**src/rtl/alu_arbiter.sv**
```systemverilog
// -----------------------------------------------------------------------------
// alu_arbiter
// Two requesters share one external, purely combinational 4-bit ALU.
// One operation is in flight at a time and moves through IDLE -> EXEC -> RESP.
// In IDLE a single requester is granted combinationally. Its operands are
// captured on accept, presented to the ALU for one cycle in EXEC, and the ALU
// outputs are latched into the response registers at the end of EXEC. The
// response is then held in RESP until the granted requester consumes it.
// -----------------------------------------------------------------------------
module alu_arbiter #(
    parameter int FIXED_PRIO = 0    // 0: round-robin on ties, 1: requester 0 wins ties
) (
    input  logic        clk,
    input  logic        reset,      // synchronous, active low

    input  logic [1:0]  req_valid,
    output logic [1:0]  req_ready,
    input  logic [7:0]  req_a,
    input  logic [7:0]  req_b,
    input  logic [5:0]  req_op,

    output logic [1:0]  rsp_valid,
    input  logic [1:0]  rsp_ready,
    output logic [3:0]  rsp_result,
    output logic        rsp_carry,
    output logic        rsp_zero,
    output logic        rsp_err,

    output logic        busy,

    output logic [3:0]  alu_a,
    output logic [3:0]  alu_b,
    output logic [2:0]  alu_op,
    input  logic [3:0]  alu_result,
    input  logic        alu_carry,
    input  logic        alu_zero
);

    typedef enum logic [1:0] {
        ST_IDLE = 2'b00,
        ST_EXEC = 2'b01,
        ST_RESP = 2'b10
    } state_t;

    localparam logic [2:0] OP_UNDEF = 3'b111;

    // Select requester sel's 4-bit operand from a packed 2x4 bus.
    function automatic logic [3:0] pick_nibble(input logic [7:0] bus, input logic sel);
        logic [3:0] nib;
        if (sel) begin
            nib = bus[7:4];
        end else begin
            nib = bus[3:0];
        end
        return nib;
    endfunction

    // Select requester sel's 3-bit opcode from a packed 2x3 bus.
    function automatic logic [2:0] pick_op(input logic [5:0] bus, input logic sel);
        logic [2:0] opc;
        if (sel) begin
            opc = bus[5:3];
        end else begin
            opc = bus[2:0];
        end
        return opc;
    endfunction

    // One-hot requester mask for a requester id.
    function automatic logic [1:0] id_onehot(input logic id);
        logic [1:0] vec;
        if (id) begin
            vec = 2'b10;
        end else begin
            vec = 2'b01;
        end
        return vec;
    endfunction

    // State and registered outputs
    state_t      state_r;
    logic        grant_id_r;
    logic        last_grant_r;
    logic [3:0]  opa_r;         // operand registers; they also drive the ALU,
    logic [3:0]  opb_r;         // so they are non-zero only while in EXEC
    logic [2:0]  opc_r;
    logic [1:0]  rsp_valid_r;
    logic [3:0]  rsp_result_r;
    logic        rsp_carry_r;
    logic        rsp_zero_r;
    logic        rsp_err_r;
    logic        busy_r;

    // Combinational arbitration results
    logic [1:0]  grant_vec_s;
    logic        grant_id_s;
    logic        accept_s;
    logic        rsp_done_s;

    // Arbitration: in IDLE (and out of reset) pick one valid requester.
    always_comb begin
        grant_vec_s = 2'b00;
        grant_id_s  = 1'b0;
        if ((state_r == ST_IDLE) && reset) begin
            case (req_valid)
                2'b01: begin
                    grant_id_s  = 1'b0;
                    grant_vec_s = 2'b01;
                end
                2'b10: begin
                    grant_id_s  = 1'b1;
                    grant_vec_s = 2'b10;
                end
                2'b11: begin
                    if (FIXED_PRIO != 0) begin
                        grant_id_s = 1'b0;
                    end else begin
                        // hand the tie to whoever did not win last time
                        grant_id_s = ~last_grant_r;
                    end
                    grant_vec_s = id_onehot(grant_id_s);
                end
                default: begin
                    grant_id_s  = 1'b0;
                    grant_vec_s = 2'b00;
                end
            endcase
        end else begin
            grant_id_s  = 1'b0;
            grant_vec_s = 2'b00;
        end
    end

    // Handshake qualifiers: accept in IDLE, consume in RESP (granted bit only).
    always_comb begin
        accept_s   = |(req_valid & grant_vec_s);
        rsp_done_s = 1'b0;
        if (state_r == ST_RESP) begin
            rsp_done_s = grant_id_r ? rsp_ready[1] : rsp_ready[0];
        end else begin
            rsp_done_s = 1'b0;
        end
    end

    // Operation FSM with its registered outputs.
    always_ff @(posedge clk) begin
        if (!reset) begin
            state_r      <= ST_IDLE;
            grant_id_r   <= 1'b0;
            last_grant_r <= 1'b1;   // requester 0 wins the first tie
            opa_r        <= 4'd0;
            opb_r        <= 4'd0;
            opc_r        <= 3'd0;
            rsp_valid_r  <= 2'b00;
            rsp_result_r <= 4'd0;
            rsp_carry_r  <= 1'b0;
            rsp_zero_r   <= 1'b0;
            rsp_err_r    <= 1'b0;
            busy_r       <= 1'b0;
        end else begin
            case (state_r)
                ST_IDLE: begin
                    if (accept_s) begin
                        opa_r        <= pick_nibble(req_a, grant_id_s);
                        opb_r        <= pick_nibble(req_b, grant_id_s);
                        opc_r        <= pick_op(req_op, grant_id_s);
                        grant_id_r   <= grant_id_s;
                        last_grant_r <= grant_id_s;
                        busy_r       <= 1'b1;
                        state_r      <= ST_EXEC;
                    end else begin
                        state_r      <= ST_IDLE;
                    end
                end
                ST_EXEC: begin
                    // ALU is combinational: its outputs settle within this cycle.
                    // The undefined opcode is flagged but its result passes through.
                    rsp_result_r <= alu_result;
                    rsp_carry_r  <= alu_carry;
                    rsp_zero_r   <= alu_zero;
                    rsp_err_r    <= (opc_r == OP_UNDEF);
                    rsp_valid_r  <= id_onehot(grant_id_r);
                    opa_r        <= 4'd0;
                    opb_r        <= 4'd0;
                    opc_r        <= 3'd0;
                    state_r      <= ST_RESP;
                end
                ST_RESP: begin
                    if (rsp_done_s) begin
                        rsp_valid_r <= 2'b00;
                        busy_r      <= 1'b0;
                        state_r     <= ST_IDLE;
                    end else begin
                        state_r     <= ST_RESP;
                    end
                end
                default: begin
                    rsp_valid_r <= 2'b00;
                    busy_r      <= 1'b0;
                    state_r     <= ST_IDLE;
                end
            endcase
        end
    end

    // Output wiring: only req_ready is combinational, since grant must be same-cycle.
    always_comb begin
        req_ready  = grant_vec_s;
        rsp_valid  = rsp_valid_r;
        rsp_result = rsp_result_r;
        rsp_carry  = rsp_carry_r;
        rsp_zero   = rsp_zero_r;
        rsp_err    = rsp_err_r;
        busy       = busy_r;
        alu_a      = opa_r;
        alu_b      = opb_r;
        alu_op     = opc_r;
    end

endmodule

```
**config.mk**
```make
export PLATFORM = sky130hd
export DESIGN_NAME = alu_arbiter
export DESIGN_NICKNAME = d
export VERILOG_FILES = /design/src/rtl/alu_arbiter.sv
export SDC_FILE = /design/constraint.sdc
export NUM_CORES = 1
export LEC_CHECK = 0
export BUFFER_PORTS_ARGS = -buffer_cell sky130_fd_sc_hd__clkbuf_2
export CORE_ASPECT_RATIO = 1.4
export CORE_MARGIN = 2
export CORE_UTILIZATION = 40
export DETAILED_ROUTE_END_ITERATION = 6
export GPL_TIMING_DRIVEN = 1
export PLACE_DENSITY = 0.75
export SLEW_MARGIN = 20
export SYNTH_ARGS = -nofsm -noshare
export SYNTH_HDL_FRONTEND = slang
export SYNTH_SLANG_ARGS = --single-unit
```
**constraint.sdc**
```tcl
create_clock -name clk -period 1.3 [get_ports clk]
set_input_delay 0.13 -clock clk [delete_from_list [all_inputs] [get_ports clk]]
set_output_delay 0.13 -clock clk [all_outputs]
set_load 0.01 [all_outputs]
```
Yosys cells after proc, flatten, opt, wreduce, memory -nomap -nowiden
Cells that the tools add are included.
{"block": "totals", "input_bits": 34, "elab_cells": 59, "register_bits": 25}
{"block": "classes", "n_bitwise": 4, "n_mux": 27, "n_reduce_logical": 8, "n_eq_ne": 8}
{"operator": "$pmux 2 s3", "count": 3}
{"operator": "$mux 4", "count": 4}
{"operator": "$pmux 4 s2", "count": 2}
{"operator": "$mux 2", "count": 5}
{"operator": "$mux 1", "count": 8}
{"operator": "$eq 2x2->1 const B", "count": 3}
{"operator": "$mux 3", "count": 2}
{"operator": "$pmux 3 s2", "count": 1}
{"operator": "$reduce_and 2->1", "count": 3}
{"operator": "$eq 2x1->1 const B", "count": 2}
{"operator": "$ne 2x2->1 const B", "count": 2}
{"operator": "$eq 3x3->1 const B", "count": 1}
{"operator": "$not 1->1", "count": 3}
{"operator": "$pmux 1 s3", "count": 1}
{"operator": "$reduce_and 3->1", "count": 1}
{"operator": "$and 2x2->2", "count": 1}
{"operator": "$logic_not 2->1", "count": 1}
{"operator": "$pmux 1 s2", "count": 1}
{"operator": "$reduce_bool 2->1", "count": 1}
{"operator": "$reduce_or 2->1", "count": 1}
{"operator": "$logic_and 1x1->1", "count": 1}

Logic depth before layout (Yosys ltp)
{"block": "logic_depth", "depth_word": 10, "mapped_depth": 6, "depth_no_buf": 3}

Worst setup path after synthesis
OpenSTA, ideal clock, no wires.
{"block": "synth_timing", "path_kind": "reg-to-reg", "startpoint": "register state_r[1]", "endpoint": "register opa_r[0], in the netlist alu_a[0]", "path_slack_ns": -0.081, "synth_period_minus_slack_ns": 1.381, "arrival_ns": 1.259, "path_stages_with_launch": 6, "required_ns": 1.178, "cell_sequence": "dfxtp_1 > buf_6 > or3b_4 > nor3b_4 > buf_6 > a211oi_1"}
{"block": "synth_between", "elab_chain_len": 7}
{"item": "start: declaration", "line": "81", "rtl": "state_t state_r;"}
{"item": "start signal: assignment", "line": "148", "rtl": "state_r <= ST_IDLE;"}
{"item": "start signal: assignment", "line": "170", "rtl": "state_r <= ST_EXEC;"}
{"item": "start signal: assignment", "line": "172", "rtl": "state_r <= ST_IDLE;"}
{"item": "$logic_not 2->1", "line": "104", "rtl": "if ((state_r == ST_IDLE) && reset) begin"}
{"item": "$logic_and 1x1->1", "line": "104"}
{"item": "$mux 2", "line": "104"}
{"item": "via req_ready[0]", "line": "17", "rtl": "output logic [1:0] req_ready,"}
{"item": "$and 2x2->2", "line": "136", "rtl": "accept_s = |(req_valid & grant_vec_s);"}
{"item": "$reduce_or 2->1", "line": "136"}
{"item": "$ne 2x2->1 (no source line)"}
{"item": "$reduce_and 2->1 (no source line)"}
{"item": "end signal: assignment", "line": "164", "rtl": "opa_r <= pick_nibble(req_a, grant_id_s);"}
{"item": "end: declaration", "line": "84", "rtl": "logic [3:0] opa_r;"}
The timed path passes the listed nets, and every way through them passes these cells. The select of a mux whose other input is x is not followed.
A chain may end at the register's enable or synchronous reset.

Worst setup path in the final report
{"block": "layout_timing", "startpoint": "register state_r[1]", "endpoint": "output port req_ready[0]"}
{"block": "layout_between", "elab_chain_len": 3}
{"item": "$logic_not 2->1", "line": "104"}
{"item": "$logic_and 1x1->1", "line": "104"}
{"item": "$mux 2", "line": "104"}
{"item": "end: declaration", "line": "17"}
Every way passes these cells.

==> flow_summary.html <==
<table>
<tr><th>Metric</th><th>Value</th></tr>
<tr><th colspan="2">Global route</th></tr>
<tr><td>Number of global-route vias before repair</td><td>approximately 1100</td></tr>
<tr><td>Grt ovf</td><td>0</td></tr>
<tr><td>GRT Util Overall</td><td>a little under a fifth</td></tr>
<tr><td>Antenna violations before repair</td><td>0</td></tr>
<tr><td>Wire length of the first global-routing pass</td><td>between 4000 and 5000 µm</td></tr>
<tr><td>Largest net degree at the start of global routing</td><td>15</td></tr>
<tr><th colspan="2">Floorplanning</th></tr>
<tr><td>Die span in y</td><td>66.33 µm</td></tr>
<tr><td>Die area</td><td>0.003218 mm²</td></tr>
<tr><td>Initial core utilization</td><td>42.00%</td></tr>
<tr><td>I/O pin total</td><td>57</td></tr>
<tr><td>Area of the core region</td><td>~0.0026 mm²</td></tr>
<tr><td>Rows</td><td>22</td></tr>
<tr><td>Chip Width</td><td>roughly 49 µm</td></tr>
<tr><th colspan="2">Yosys</th></tr>
<tr><td>Ranking of synthesized cells by area</td><td>sky130_fd_sc_hd__dfxtp_1, sky130_fd_sc_hd__a211oi_1, sky130_fd_sc_hd__o211ai_1, sky130_fd_sc_hd__nand2_1, sky130_fd_sc_hd__a21oi_1</td></tr>
<tr><td>Net count of the mapped netlist</td><td>~160</td></tr>
<tr><td>Number of standard cells after synthesis</td><td>130</td></tr>
<tr><td>Share of the synthesized area in the top cell type</td><td>approximately 45%</td></tr>
<tr><td>Yosys synthesis warning count</td><td>0</td></tr>
<tr><td>Cell accounting for the most synthesized area</td><td>sky130_fd_sc_hd__dfxtp_1</td></tr>
<tr><td>Average footprint of a synthesized cell</td><td>roughly 8.5 µm²</td></tr>
<tr><td>Unique masters post-synth</td><td>26</td></tr>
<tr><td>Yosys reg bits</td><td>25</td></tr>
<tr><td>Post-synth design cell area</td><td>around 0.0011 mm²</td></tr>
<tr><td>Proportion of synthesized chip area in sequential cells</td><td>45.10%</td></tr>
<tr><th colspan="2">Timing</th></tr>
<tr><td>Highest achievable clock rate</td><td>about 0.64 GHz</td></tr>
<tr><td>Setup slack after layout</td><td>-0.2615 ns</td></tr>
<tr><td>Clock period minus final worst setup slack</td><td>~1.6 ns</td></tr>
<tr><td>Largest clock skew in the final design</td><td>around 0.0083 ns</td></tr>
<tr><td>Worst slew slack as a fraction of its limit</td><td>66.76%</td></tr>
<tr><td>Worst slew pin tran</td><td>about 0.50 ns</td></tr>
<tr><td>Share of the clock period used by the worst path after layout</td><td>120.1%</td></tr>
<tr><td>Setup repair after global routing missed its margin</td><td>yes</td></tr>
<tr><td>Final Hold Viols</td><td>0</td></tr>
<tr><td>Count of final setup violators</td><td>13</td></tr>
<tr><td>Max Slew Vio Count</td><td>0</td></tr>
<tr><th colspan="2">Route</th></tr>
<tr><td>Violation count after the first detailed-route iteration</td><td>18</td></tr>
<tr><td>Number of iterations in the first detailed-routing pass</td><td>4</td></tr>
<tr><td>Routed wire length per instance</td><td>between 10 and 15 µm</td></tr>
<tr><td>Number of nets with antenna violations after routing</td><td>0</td></tr>
<tr><td>Routed vias/inst</td><td>slightly above 5</td></tr>
<tr><td># DRC</td><td>0</td></tr>
<tr><td>Total number of vias</td><td>about 1200</td></tr>
<tr><td>Final routed wirelength across all metal layers</td><td>3001 µm</td></tr>
<tr><th colspan="2">Critical path</th></tr>
<tr><td>Arr. time, crit path</td><td>between 1 and 1.5 ns</td></tr>
<tr><td>Kind of capture point of the worst setup path</td><td>primary output</td></tr>
<tr><td>Crit Path Class</td><td>reg2out</td></tr>
<tr><td>Crit start category</td><td>flop</td></tr>
<tr><td>Biggest fanout along the worst timing path</td><td>2</td></tr>
<tr><td>Data required time at the worst endpoint</td><td>1.17 ns</td></tr>
<tr><th colspan="2">Clocking</th></tr>
<tr><td>Clock root buffer master</td><td>sky130_fd_sc_hd__clkbuf_4</td></tr>
<tr><td>Max clock buf depth</td><td>2</td></tr>
<tr><td>Clock transition at the registers of the reported paths</td><td>roughly 0.13 ns</td></tr>
<tr><td>H-Tree Depth</td><td>1</td></tr>
<tr><td>CTS sink count</td><td>25</td></tr>
<tr><td>Inserted Clock Buffers</td><td>3</td></tr>
<tr><td>CTS tree</td><td>done</td></tr>
<tr><td>Clk_lat worst skew</td><td>approximately 0.31 ns</td></tr>
<tr><td>Number of buffers added to fix hold violations after cts</td><td>0</td></tr>
<tr><th colspan="2">Place</th></tr>
<tr><td>Dpl ws</td><td>-0.03663 ns</td></tr>
<tr><td>Routability Congestion</td><td>between 0.7 and 0.8</td></tr>
<tr><td>Quantity of I/O buffers inserted on ports</td><td>56</td></tr>
<tr><td>DPL Wire Length</td><td>roughly 2200 µm</td></tr>
<tr><th colspan="2">Final layout</th></tr>
<tr><td>Net count of the finished layout</td><td>232</td></tr>
<tr><td>Proportion of layout cells with a drive suffix above 1</td><td>a little over half</td></tr>
<tr><td>Number of filler cells placed in the layout</td><td>between 200 and 250</td></tr>
<tr><td>Antenna diodes</td><td>0</td></tr>
<tr><td>Fin util</td><td>64.68%</td></tr>
<tr><td>Layout Area Growth over Synthesis</td><td>54.00%</td></tr>
<tr><th colspan="2">Run</th></tr>
<tr><td>Number of maximum-capacitance constraint violations</td><td>0</td></tr>
<tr><th colspan="2">Pwr</th></tr>
<tr><td>Power Density</td><td>between 1000 and 1500 mW/mm²</td></tr>
<tr><td>Worst ir drop on vdd</td><td>approximately 850 µV</td></tr>
<tr><td>Leakage power of the design</td><td>~0.77 nW</td></tr>
<tr><th colspan="2">Outcome</th></tr>
<tr><td>Result of the run</td><td>complete, but fails checks</td></tr>
<tr><td>Violations in the final reports</td><td>setup timing</td></tr>
<tr><th colspan="2">Hold path</th></tr>
<tr><td>Hold/Removal Path Class</td><td>in2reg</td></tr>
</table>
[area by class of cell]
type	count	area, µm²	area share (%)
multi-input cells	82	639.4	37.41
flip-flops and latches	25	503.0	29.43
repair buffers	73	446.7	26.13
inverters	13	48.80	2.855
well taps	36	45.04	2.635
clock buffers	4	26.28	1.537
[cell usage in the layout (no fill, tap or decap)]
master                     instances
sky130_fd_sc_hd__a211oi_2          1
sky130_fd_sc_hd__nor2b_1           2
sky130_fd_sc_hd__buf_4            10
sky130_fd_sc_hd__nand2b_4          1
sky130_fd_sc_hd__nor2_1            2
sky130_fd_sc_hd__a221o_1           1
sky130_fd_sc_hd__buf_12            1
sky130_fd_sc_hd__nor2b_4           1
sky130_fd_sc_hd__nand2_2           1
sky130_fd_sc_hd__nand4_1           1
sky130_fd_sc_hd__nor3_2            7
sky130_fd_sc_hd__a21bo_2           1
sky130_fd_sc_hd__o21ai_1           1
sky130_fd_sc_hd__buf_8             1
sky130_fd_sc_hd__a21oi_2           2
sky130_fd_sc_hd__o22ai_1           1
sky130_fd_sc_hd__nor3b_4           1
sky130_fd_sc_hd__nor2_4            1
sky130_fd_sc_hd__dfxtp_1          23
sky130_fd_sc_hd__clkbuf_1          1
sky130_fd_sc_hd__inv_1            13
sky130_fd_sc_hd__o21ai_0           1
sky130_fd_sc_hd__a211oi_1         11
sky130_fd_sc_hd__buf_2             2
sky130_fd_sc_hd__or3_1             1
sky130_fd_sc_hd__nor2_2            1
sky130_fd_sc_hd__nor3b_1           1
sky130_fd_sc_hd__nor3_4            4
sky130_fd_sc_hd__clkbuf_4          3
sky130_fd_sc_hd__a21oi_1           9
sky130_fd_sc_hd__buf_6             5
sky130_fd_sc_hd__o211ai_1         11
sky130_fd_sc_hd__a211o_4           1
sky130_fd_sc_hd__nand2_1          14
sky130_fd_sc_hd__clkbuf_2         54
sky130_fd_sc_hd__o21ba_2           1
sky130_fd_sc_hd__dfxtp_2           2
sky130_fd_sc_hd__or3b_4            2
sky130_fd_sc_hd__a221oi_2          1
[cells by family after synthesis]
group | synth area share [%]
AND/OR/NAND/NOR | 18.94
AO/OA/AOI/OAI | 26.27
buffers and inverters | 9.695
flip-flops | 45.10
[stage by stage]
stage | total power [mW] | std cells | area, µm² | hold slack (ns) | TNS [ns]
after floorplan | 1.167 | 130 | 1110 | 0.2643 | -0.7406
after global placement | 1.368 | 226 | 1494 | 0.3508 | -0.001929
after detailed placement | 1.384 | 226 | 1494 | 0.3604 | -0.3199
after CTS | 1.762 | 231 | 1607 | 0.02314 | -1.278
after global routing | 1.927 | 233 | 1709 | 0.005782 | -1.890
final | 1.814 | 233 | 1709 | 0.02984 | -1.278
[flip-flops by register name (all words and copies together) (netlist names)]
register / flops
rsp_result: 4
alu_op: 3
rsp_zero: 1
alu_a: 4
busy: 1
rsp_err: 1
last_grant_r: 1
grant_id_r: 1
state_r: 2
alu_b: 4
rsp_carry: 1
rsp_valid: 2
[worst paths after layout]
path | startpoint | endpoint | slack [ns] | cells past startpoint
worst max-delay path | state_r[1] | req_ready[0] | -0.26 | 3
worst min-delay path | req_b[2] | alu_b[2] | 0.03 | 3
worst max register to register | state_r[1] | alu_op[1] | -0.10 | 5
worst min register to register | rsp_err | rsp_err | 0.46 | 2
[cells in the mapped netlist (all sizes together)]
library cell and number:
nand2 15, o21ai 2, o22ai 1, or3 1, buf 7, a221o 1
inv 13, nand2b 1, nor3 11, a21bo 1, or3b 2, nor2 4
o211ai 11, nor3b 2, clkbuf 3, nor2b 3, nand4 1, a21oi 11
a211o 1, o21ba 1, a211oi 12, a221oi 1, dfxtp 25
[worst max-delay path, stage by stage, from the launching register on]
cell and delay, ns:
sky130_fd_sc_hd__dfxtp_2 0.36, sky130_fd_sc_hd__or3b_4 0.40, sky130_fd_sc_hd__nor3b_4 0.20, sky130_fd_sc_hd__buf_2 0.16
[per-layer routing]
layer / global-route usage (%) / part of all wire (%) / wire [µm] / up-vias
li1: - / - / - / 595
met1: 20.90 / 39 / 1182 / 549
met2: 37.50 / 53 / 1591 / 45
met3: 2.262 / 5.9 / 178 / 4
met4: 7.500 / 1.6 / 48 / 0
met5: 0 / 0 / 0 / -
[what timing repair did]
action | 4_1_cts | 5_1_grt
cloned | 0 | 1
setup buffers | 2 | 1
endpoints found under the setup margin | 22 | 20
resized for setup | 22 | 22
pin swaps | 2 | 2
[power by group]
part	total, mW	switching (mW)	internal, mW	leakage, nW
clock network	0.336	0.216	0.119	0.0150
registers	0.897	0.0506	0.846	0.207
logic	0.581	0.298	0.283	0.553
total	1.81	0.565	1.25	0.775
No activity file was read; power rests on OpenSTA's default activity.
